$ cat src/rtl/song_pkg.sv
// Shared song-memory constants and playback state encoding for the recorder and player.
package song_pkg;

   localparam int unsigned ADDR_W = 10;
   localparam int unsigned DATA_W = 8;
   localparam int unsigned NOTE_W = 7;

   localparam logic [DATA_W-1:0] END_SIGNAL    = 8'h7C;
   localparam logic [DATA_W-1:0] BLANK_NOTE    = 8'h7F;
   localparam logic [ADDR_W-1:0] START_ADDRESS = 10'd753;
   localparam logic [ADDR_W-1:0] MAX_ADDRESS   = 10'd997;

   typedef enum logic [1:0] {
      IDLE,
      FETCH,
      WAIT,
      HOLD
   } play_state_t;

endpackage

$ cat src/rtl/note_timer.sv
// Note-period counter: counts 0..CYCLES-1 while enabled, flags the last count.
module note_timer #(
   parameter int unsigned CYCLES = 25000000
) (
   input  logic clk_100mhz,
   input  logic reset,
   input  logic clear,
   input  logic enable,
   output logic terminal_c
);

   localparam int unsigned CNT_W = (CYCLES > 1) ? $clog2(CYCLES) : 1;
   localparam logic [CNT_W-1:0] LAST = CNT_W'(CYCLES - 1);

   logic [CNT_W-1:0] count;

   assign terminal_c = enable && (count == LAST);

   always_ff @(posedge clk_100mhz) begin
      if (reset || clear) begin
         count <= '0;
      end else if (enable) begin
         count <= terminal_c ? '0 : count + CNT_W'(1);
      end
   end

endmodule

$ cat src/rtl/song_player_sched.sv
// Song BRAM port owner: recorder writes take priority, a playback reader
// steps through the stored song and feeds notes to the tone generator.
module song_player_sched
   import song_pkg::*;
#(
   parameter int unsigned CYCLES_PER_NOTE = 25000000,
   parameter int unsigned BRAM_LATENCY    = 2
) (
   input  logic              clk_100mhz,
   input  logic              reset,
   input  logic              play_start,
   input  logic              play_stop,
   input  logic              rec_active,
   input  logic              rec_write_enable,
   input  logic [ADDR_W-1:0] rec_address,
   input  logic [DATA_W-1:0] rec_value,
   output logic [ADDR_W-1:0] bram_addr,
   output logic [DATA_W-1:0] bram_din,
   output logic              bram_we,
   input  logic [DATA_W-1:0] bram_dout,
   output logic [NOTE_W-1:0] note_out,
   output logic              note_valid,
   output logic              playing,
   output logic              done
);

   localparam int unsigned LAT_W = (BRAM_LATENCY > 1) ? $clog2(BRAM_LATENCY) : 1;

   play_state_t       state;
   logic [ADDR_W-1:0] play_addr;
   logic [LAT_W-1:0]  lat_cnt;
   logic              hold_done_c;
   logic              read_blank_c;

   note_timer #(
      .CYCLES (CYCLES_PER_NOTE)
   ) u_note_timer (
      .clk_100mhz (clk_100mhz),
      .reset      (reset),
      .clear      (state != HOLD),
      .enable     (state == HOLD),
      .terminal_c (hold_done_c)
   );

   // Recorder owns the port whenever it asks; the player reads in the gaps.
   assign bram_we   = rec_write_enable && !reset;
   assign bram_din  = rec_value;
   assign bram_addr = rec_write_enable ? rec_address : play_addr;

   // Any byte with the top bit set is not a playable note.
   assign read_blank_c = (bram_dout == BLANK_NOTE) || bram_dout[DATA_W-1];

   always_ff @(posedge clk_100mhz) begin
      if (reset) begin
         state      <= IDLE;
         play_addr  <= START_ADDRESS;
         lat_cnt    <= '0;
         note_out   <= '0;
         note_valid <= 1'b0;
         playing    <= 1'b0;
         done       <= 1'b0;
      end else begin
         done <= 1'b0;
         if ((state != IDLE) && (play_stop || rec_active)) begin
            state      <= IDLE;
            note_valid <= 1'b0;
            playing    <= 1'b0;
         end else begin
            case (state)
               IDLE: begin
                  if (play_start && !rec_active && !play_stop) begin
                     state     <= FETCH;
                     play_addr <= START_ADDRESS;
                     playing   <= 1'b1;
                  end
               end
               FETCH: begin
                  if (!rec_write_enable) begin
                     state   <= WAIT;
                     lat_cnt <= LAT_W'(BRAM_LATENCY - 1);
                  end
               end
               WAIT: begin
                  if (lat_cnt != '0) begin
                     lat_cnt <= lat_cnt - LAT_W'(1);
                  end else if (bram_dout == END_SIGNAL) begin
                     state      <= IDLE;
                     done       <= 1'b1;
                     note_valid <= 1'b0;
                     playing    <= 1'b0;
                  end else if (read_blank_c) begin
                     note_valid <= 1'b0;
                     state      <= HOLD;
                  end else begin
                     note_out   <= bram_dout[NOTE_W-1:0];
                     note_valid <= 1'b1;
                     state      <= HOLD;
                  end
               end
               HOLD: begin
                  if (hold_done_c) begin
                     if (play_addr == MAX_ADDRESS) begin
                        state      <= IDLE;
                        done       <= 1'b1;
                        note_valid <= 1'b0;
                        playing    <= 1'b0;
                     end else begin
                        play_addr <= play_addr + ADDR_W'(1);
                        state     <= FETCH;
                     end
                  end
               end
               default: state <= IDLE;
            endcase
         end
      end
   end

endmodule

$ cat config.mk
export PLATFORM = sky130hd
export DESIGN_NAME = song_player_sched
export DESIGN_NICKNAME = d
export VERILOG_FILES = /design/src/rtl/song_pkg.sv /design/src/rtl/note_timer.sv /design/src/rtl/song_player_sched.sv
export SDC_FILE = /design/constraint.sdc
export NUM_CORES = 1
export LEC_CHECK = 0
export ABC_AREA = 1
export CORE_MARGIN = 2
export CORE_UTILIZATION = 35
export DETAILED_ROUTE_END_ITERATION = 16
export SYNTH_ARGS = -nofsm -noshare
export SYNTH_HDL_FRONTEND = slang
export SYNTH_SLANG_ARGS = --single-unit
$ cat constraint.sdc
create_clock -name clk_100mhz -period 2.1 [get_ports clk_100mhz]
set_input_delay 0.63 -clock clk_100mhz [delete_from_list [all_inputs] [get_ports clk_100mhz]]
set_output_delay 0.63 -clock clk_100mhz [all_outputs]
set_load 0.05 [all_outputs]
### After elaboration in Yosys (flattened, before gate mapping)

Index checks and enable logic that the tools add are counted.

| operators by class | value |
|---|---|
| $add $sub $neg | 3 |
| equality and inequality tests | 15 |
| muxes and demuxes | 31 |
| bitwise logic cells | 4 |
| reduce and logical (&&, ||, !) cells | 24 |

Operators by type and width:

| operator | count |
|---|---|
| 10-bit two-way mux | 4 |
| 25-bit by 1-bit adder with 25-bit output, second input constant | 1 |
| 25-bit == test, second input constant | 1 |
| 25-bit two-way mux | 1 |
| 10-bit case mux with 2 select lines | 1 |
| 8-bit by 7-bit == test with 1-bit output, second input constant | 2 |
| 2-bit != test, second input constant | 8 |
| 1-bit two-way mux | 15 |
| 10-bit by 1-bit adder with 10-bit output, second input constant | 1 |
| 10-bit == test, second input constant | 1 |
| 2-bit two-way mux | 5 |
| 5-bit AND reduction | 2 |
| 2-bit case mux with 4 select lines | 1 |
| 4-bit AND reduction | 2 |
| 2-bit nonzero test | 4 |
| 1-bit case mux with 2 select lines | 3 |
| 6-bit AND reduction | 1 |
| 1-bit logical AND | 5 |
| 2-bit == test, second input constant | 2 |
| 1-bit inverter | 4 |
| 1-bit zero test | 3 |
| 1-bit logical OR | 3 |
| 1-bit case mux with 3 select lines | 1 |
| 3-bit AND reduction | 1 |
| 5 further kinds | 5 |

| word-level totals | value |
|---|---|
| flip-flop bits (word level) | 48 |
| logic and storage cells | 85 |

### Logic depth before layout (Yosys ltp)

| depth | value |
|---|---|
| depth in word-level cells | 6 |
| gate-level depth with buffers | 11 |
| depth with buffers taken out | 11 |

### By module

From an unflattened synthesis, not the netlist that was laid out.

| unflattened totals | value |
|---|---|
| cell total of the unflattened synthesis | 506 |
| area total of the unflattened synthesis | 3191.8 um^2 |

By module, submodules not included:

| module | instances | cells each | area an instance (um^2) |
|---|---|---|---|
| note_timer | 1 | 256 | 1604.0 |
| song_player_sched | 1 | 250 | 1587.8 |

### Worst setup path before layout

Ideal clock, no wire load.

| path | value |
|---|---|
| path type | input port to output port |
| start point | in rec_write_enable |
| end point | out bram_addr[1] |
| arrival time | 1.902 ns |
| required time | 1.470 ns |
| slack | -0.432 ns |
| stages | 2 |
| path buffers | 1 |
| cells stage by stage | clkbuf_1 -> o21ai_0 |

| between the ends | value |
|---|---|
| word-level cells in the longest chain between the ends | 1 |

RTL lines:

| element | RTL line | text |
|---|---|---|
| start: declaration | song_player_sched.sv:14 | `input logic rec_write_enable,` |
| 10-bit two-way mux | song_player_sched.sv:48 | `assign bram_addr = rec_write_enable ? rec_address : play_addr;` |
| end: declaration | song_player_sched.sv:17 | `output logic [ADDR_W-1:0] bram_addr,` |

No other way between the ends.

### Final worst setup path

| path | value |
|---|---|
| start point | in rec_address[3] |
| end point | out bram_addr[3] |

| between the ends | value |
|---|---|
| word-level cells in the longest chain between the ends | 1 |

RTL lines:

| element | RTL line | text |
|---|---|---|
| start: declaration | song_player_sched.sv:15 | `input logic [ADDR_W-1:0] rec_address,` |
| 10-bit two-way mux | song_player_sched.sv:48 |  |

No other way between the ends.

==> impl_results.md <==
- Result of the run: finished, final reports clean
- Highest ir drop seen on vdd: 0.296 mV
- Slew Limit Fails: 0
- Leak Pwr: 1.51 nW
- Total power divided by cell area: 638 nW/µm²
- Worst setup margin: 0.0703 ns
- Row cnt: 32
- Diodes inserted: 0
- Syn Nets: 464
- Global-route met2 utilization: 0.272
- Fraction of final layout cells with drive strength greater than 1: 0.149
- Final instance area: 3590 µm²
- Clk Tree Root Cell: sky130_fd_sc_hd__clkbuf_8
- DR DRC count: 0
- Net count, final: 511
- Total vias in the final route: 2721
- Most frequently used flop master after synthesis: sky130_fd_sc_hd__dfxtp_1
- Fmax achieved: 493 MHz
- Number of hold violations in the final report: 0
- Summed instance area of the synthesized netlist: 2790 µm²
- Antenna violations before repair: 0
- RD Place Congestion: 0.862
- Starting density of the core: 0.361
- Number of detailed-route iterations in the first pass: 4
- Die width: 93.3 µm
- Synth unique cells: 38
- Dpl hpwl: 5030 µm
- CTS hold repair buffers: 0
- Count of final setup violators: 0
- Cell types with the largest area share after synthesis: sky130_fd_sc_hd__dfxtp_1 34%, sky130_fd_sc_hd__nand2_1 14%, sky130_fd_sc_hd__nor2_1 12%
- Flops & latches, synth: 48
- Floorplan die height: 93.3 µm
- Synthesized area per cell: 6.50 µm²
- Slew of the pin with the lowest slew margin: 0.503 ns
- Number of instances in the synthesized netlist: 429
- Core region area: 7730 µm²
- Required time at the worst-slack endpoint: 1.47 ns
- Post-synth EDFFs: 0
- Buffer depth of the longest clock path: 2
- Fraction of registers with async set or reset after synthesis: 0
- Met3 usage: 0.0306
- Kind of critical path: input pin to primary output
- Number of warning messages in the yosys log: 0
- Area share of the largest cell type after synthesis: 0.345
- I/O Buffers: 44
- Vias per std cell: 4.70
- Kind of end point of the critical path: primary output
- Post-detailed-routing wire length: 6460 µm
- Area delta synth->final: 28.6%
- Detailed router's first-iteration violation count: 101
- Crit path DAT: 1.40 ns
- Average detailed-routed wire length per instance: 11.2 µm
- Total clock sinks: 48
- Unrepaired setup endpoints after global routing: no
- Part of the Yosys area used for sequential elements: 0.345
- CTS tree: yes
- Post-synth top area cell: sky130_fd_sc_hd__dfxtp_1
- Clock slew at reported path FFs: 0.09 ns
- Total negative slack: 0 ns
- Post-CTS setup buffer count: 0
- Layout Skew: 0.0104 ns
- Sum of overflow across all layers after global routing: 0
- Skew-Pair Late Insertion Delay: 0.30 ns
- Area enclosed by the die boundary: 8700 µm²
- Total GRT Usage: 0.156
- Number of levels in the clock H-tree: 2
- Max FO, Critical Path: 1
- Worst Hold Class: flop to flop
- Post-layout power: 0.00229 W
- Clock buffer count from CTS: 5
- Final clock period utilization by the worst path: 0.967
- Placed standard-cell area: 3450 µm²
- Max capacitance violation total: 0
- First-pass GRT wire length: 11200 µm
- Vias in the first global route: 2571
- GR peak layer: met2
- Largest net degree at the start of global routing: 20
- Worst setup SP type: input pin
- Post-placement worst setup slack: -0.273 ns
- Max-Slew Margin vs Limit: 0.664
- I/O pin count: 61
- GR Layer Usage met1: 0.196
- Final critical path time including I/O delays and setup: 2.03 ns
- Post-route antenna net violation count: 0
-- critical path, stage by stage --
cell	delay [ns]
sky130_fd_sc_hd__clkdlybuf4s50_1	0.46
sky130_fd_sc_hd__nand2_1	0.09
sky130_fd_sc_hd__o21ai_4	0.08
sky130_fd_sc_hd__buf_12	0.15
-- flip-flops by register name, summed over array words and instances, names as in the netlist --
register	count
note_valid	1
lat_cnt	1
playing	1
play_addr	10
done	1
state	2
u_note_timer.count	25
note_out	7
-- path summary, 6_finish.rpt --
| path | start | endpoint | slack (ns) | depth (start not counted) |
|---|---|---|---|---|
| hold / removal | note_valid | note_valid | 0.47 | 2 |
| setup / recovery | rec_address[3] | bram_addr[3] | 0.07 | 4 |
| setup reg to reg | u_note_timer.count[0] | play_addr[5] | 0.33 | 10 |
| hold reg to reg | note_valid | note_valid | 0.47 | 2 |
-- where the power goes --
group | leakage, nW | switching (W) | internal (W)
Combinational | 1.08 | 0.000434 | 0.000289
Sequential | 0.388 | 0.0000472 | 0.000952
Clock | 0.0455 | 0.000297 | 0.000269
-- per-stage QoR --
| step | std cells | util | hold slack (ns) |
|---|---|---|---|
| detailed placement | 571 | 0.447 | 0.458 |
| global route | 579 | 0.464 | 0.492 |
| CTS | 579 | 0.459 | 0.472 |
| finish | 579 | 0.464 | 0.467 |
| floorplan | 429 | - | 0.430 |
| global placement | 571 | 0.447 | 0.446 |
-- cells in the final DEF, fill, tap and decap left out, drive strengths merged, types with 3 or more instances in the layout --
cell type,count
o21ai,35
dfxtp,48
nor3b,3
xnor2,3
nor3,8
inv,52
a21oi,13
ha,3
nand4,7
nor2,93
clkbuf,9
nand2,109
dlymetal6s2s,3
nand3,25
buf,26
clkdlybuf4s50,23
-- cells by family (layout without fill, tap and decap cells) --
group / Yosys count / after routing / synth area share
AOI/OAI and AO/OA: 55 / 55 / 0.110
and+or+nand+nor: 252 / 252 / 0.411
buffers and inverters: 67 / 115 / 0.109
xor gates and xnor gates: 4 / 4 / 0.0126
adders and majority gates: 3 / 3 / 0.0135
DFF: 48 / 48 / 0.345
-- layer usage --
layer / up-vias / wire length (µm)
met5: - / 0
met4: 0 / 40
met3: 4 / 338
met2: 53 / 2970
met1: 1212 / 3110
li1: 1452 / -
-- synthesized netlist by cell type (3+ instances only) --
library cell / count
sky130_fd_sc_hd__nand4_1: 7
sky130_fd_sc_hd__nand3_1: 22
sky130_fd_sc_hd__nand2_1: 101
sky130_fd_sc_hd__clkbuf_1: 3
sky130_fd_sc_hd__nor3b_1: 3
sky130_fd_sc_hd__nor2_4: 4
sky130_fd_sc_hd__dfxtp_1: 48
sky130_fd_sc_hd__nor3_1: 7
sky130_fd_sc_hd__nand3_2: 3
sky130_fd_sc_hd__a21oi_1: 12
sky130_fd_sc_hd__inv_1: 48
sky130_fd_sc_hd__xnor2_1: 3
sky130_fd_sc_hd__ha_1: 3
sky130_fd_sc_hd__o21ai_0: 30
sky130_fd_sc_hd__nor2_1: 88
sky130_fd_sc_hd__o21ai_1: 4
sky130_fd_sc_hd__nand2_4: 6
sky130_fd_sc_hd__inv_2: 4
sky130_fd_sc_hd__buf_4: 8
-- layout make-up --
cell class                      instances  area, µm²
Fill cell                             815       4140
Multi-Input combinational cell        314       1570
Tap cell                              102        128
Timing Repair Buffer                   53        631
Clock buffer                            8       90.1
Inverter                               54        209
Sequential cell                        48        961
-- timing repair --
action,CTS,global route
setup endpoints to repair,11,11
gates resized for setup,3,13
cloned,0,0
(Power assumes the default switching activity.)
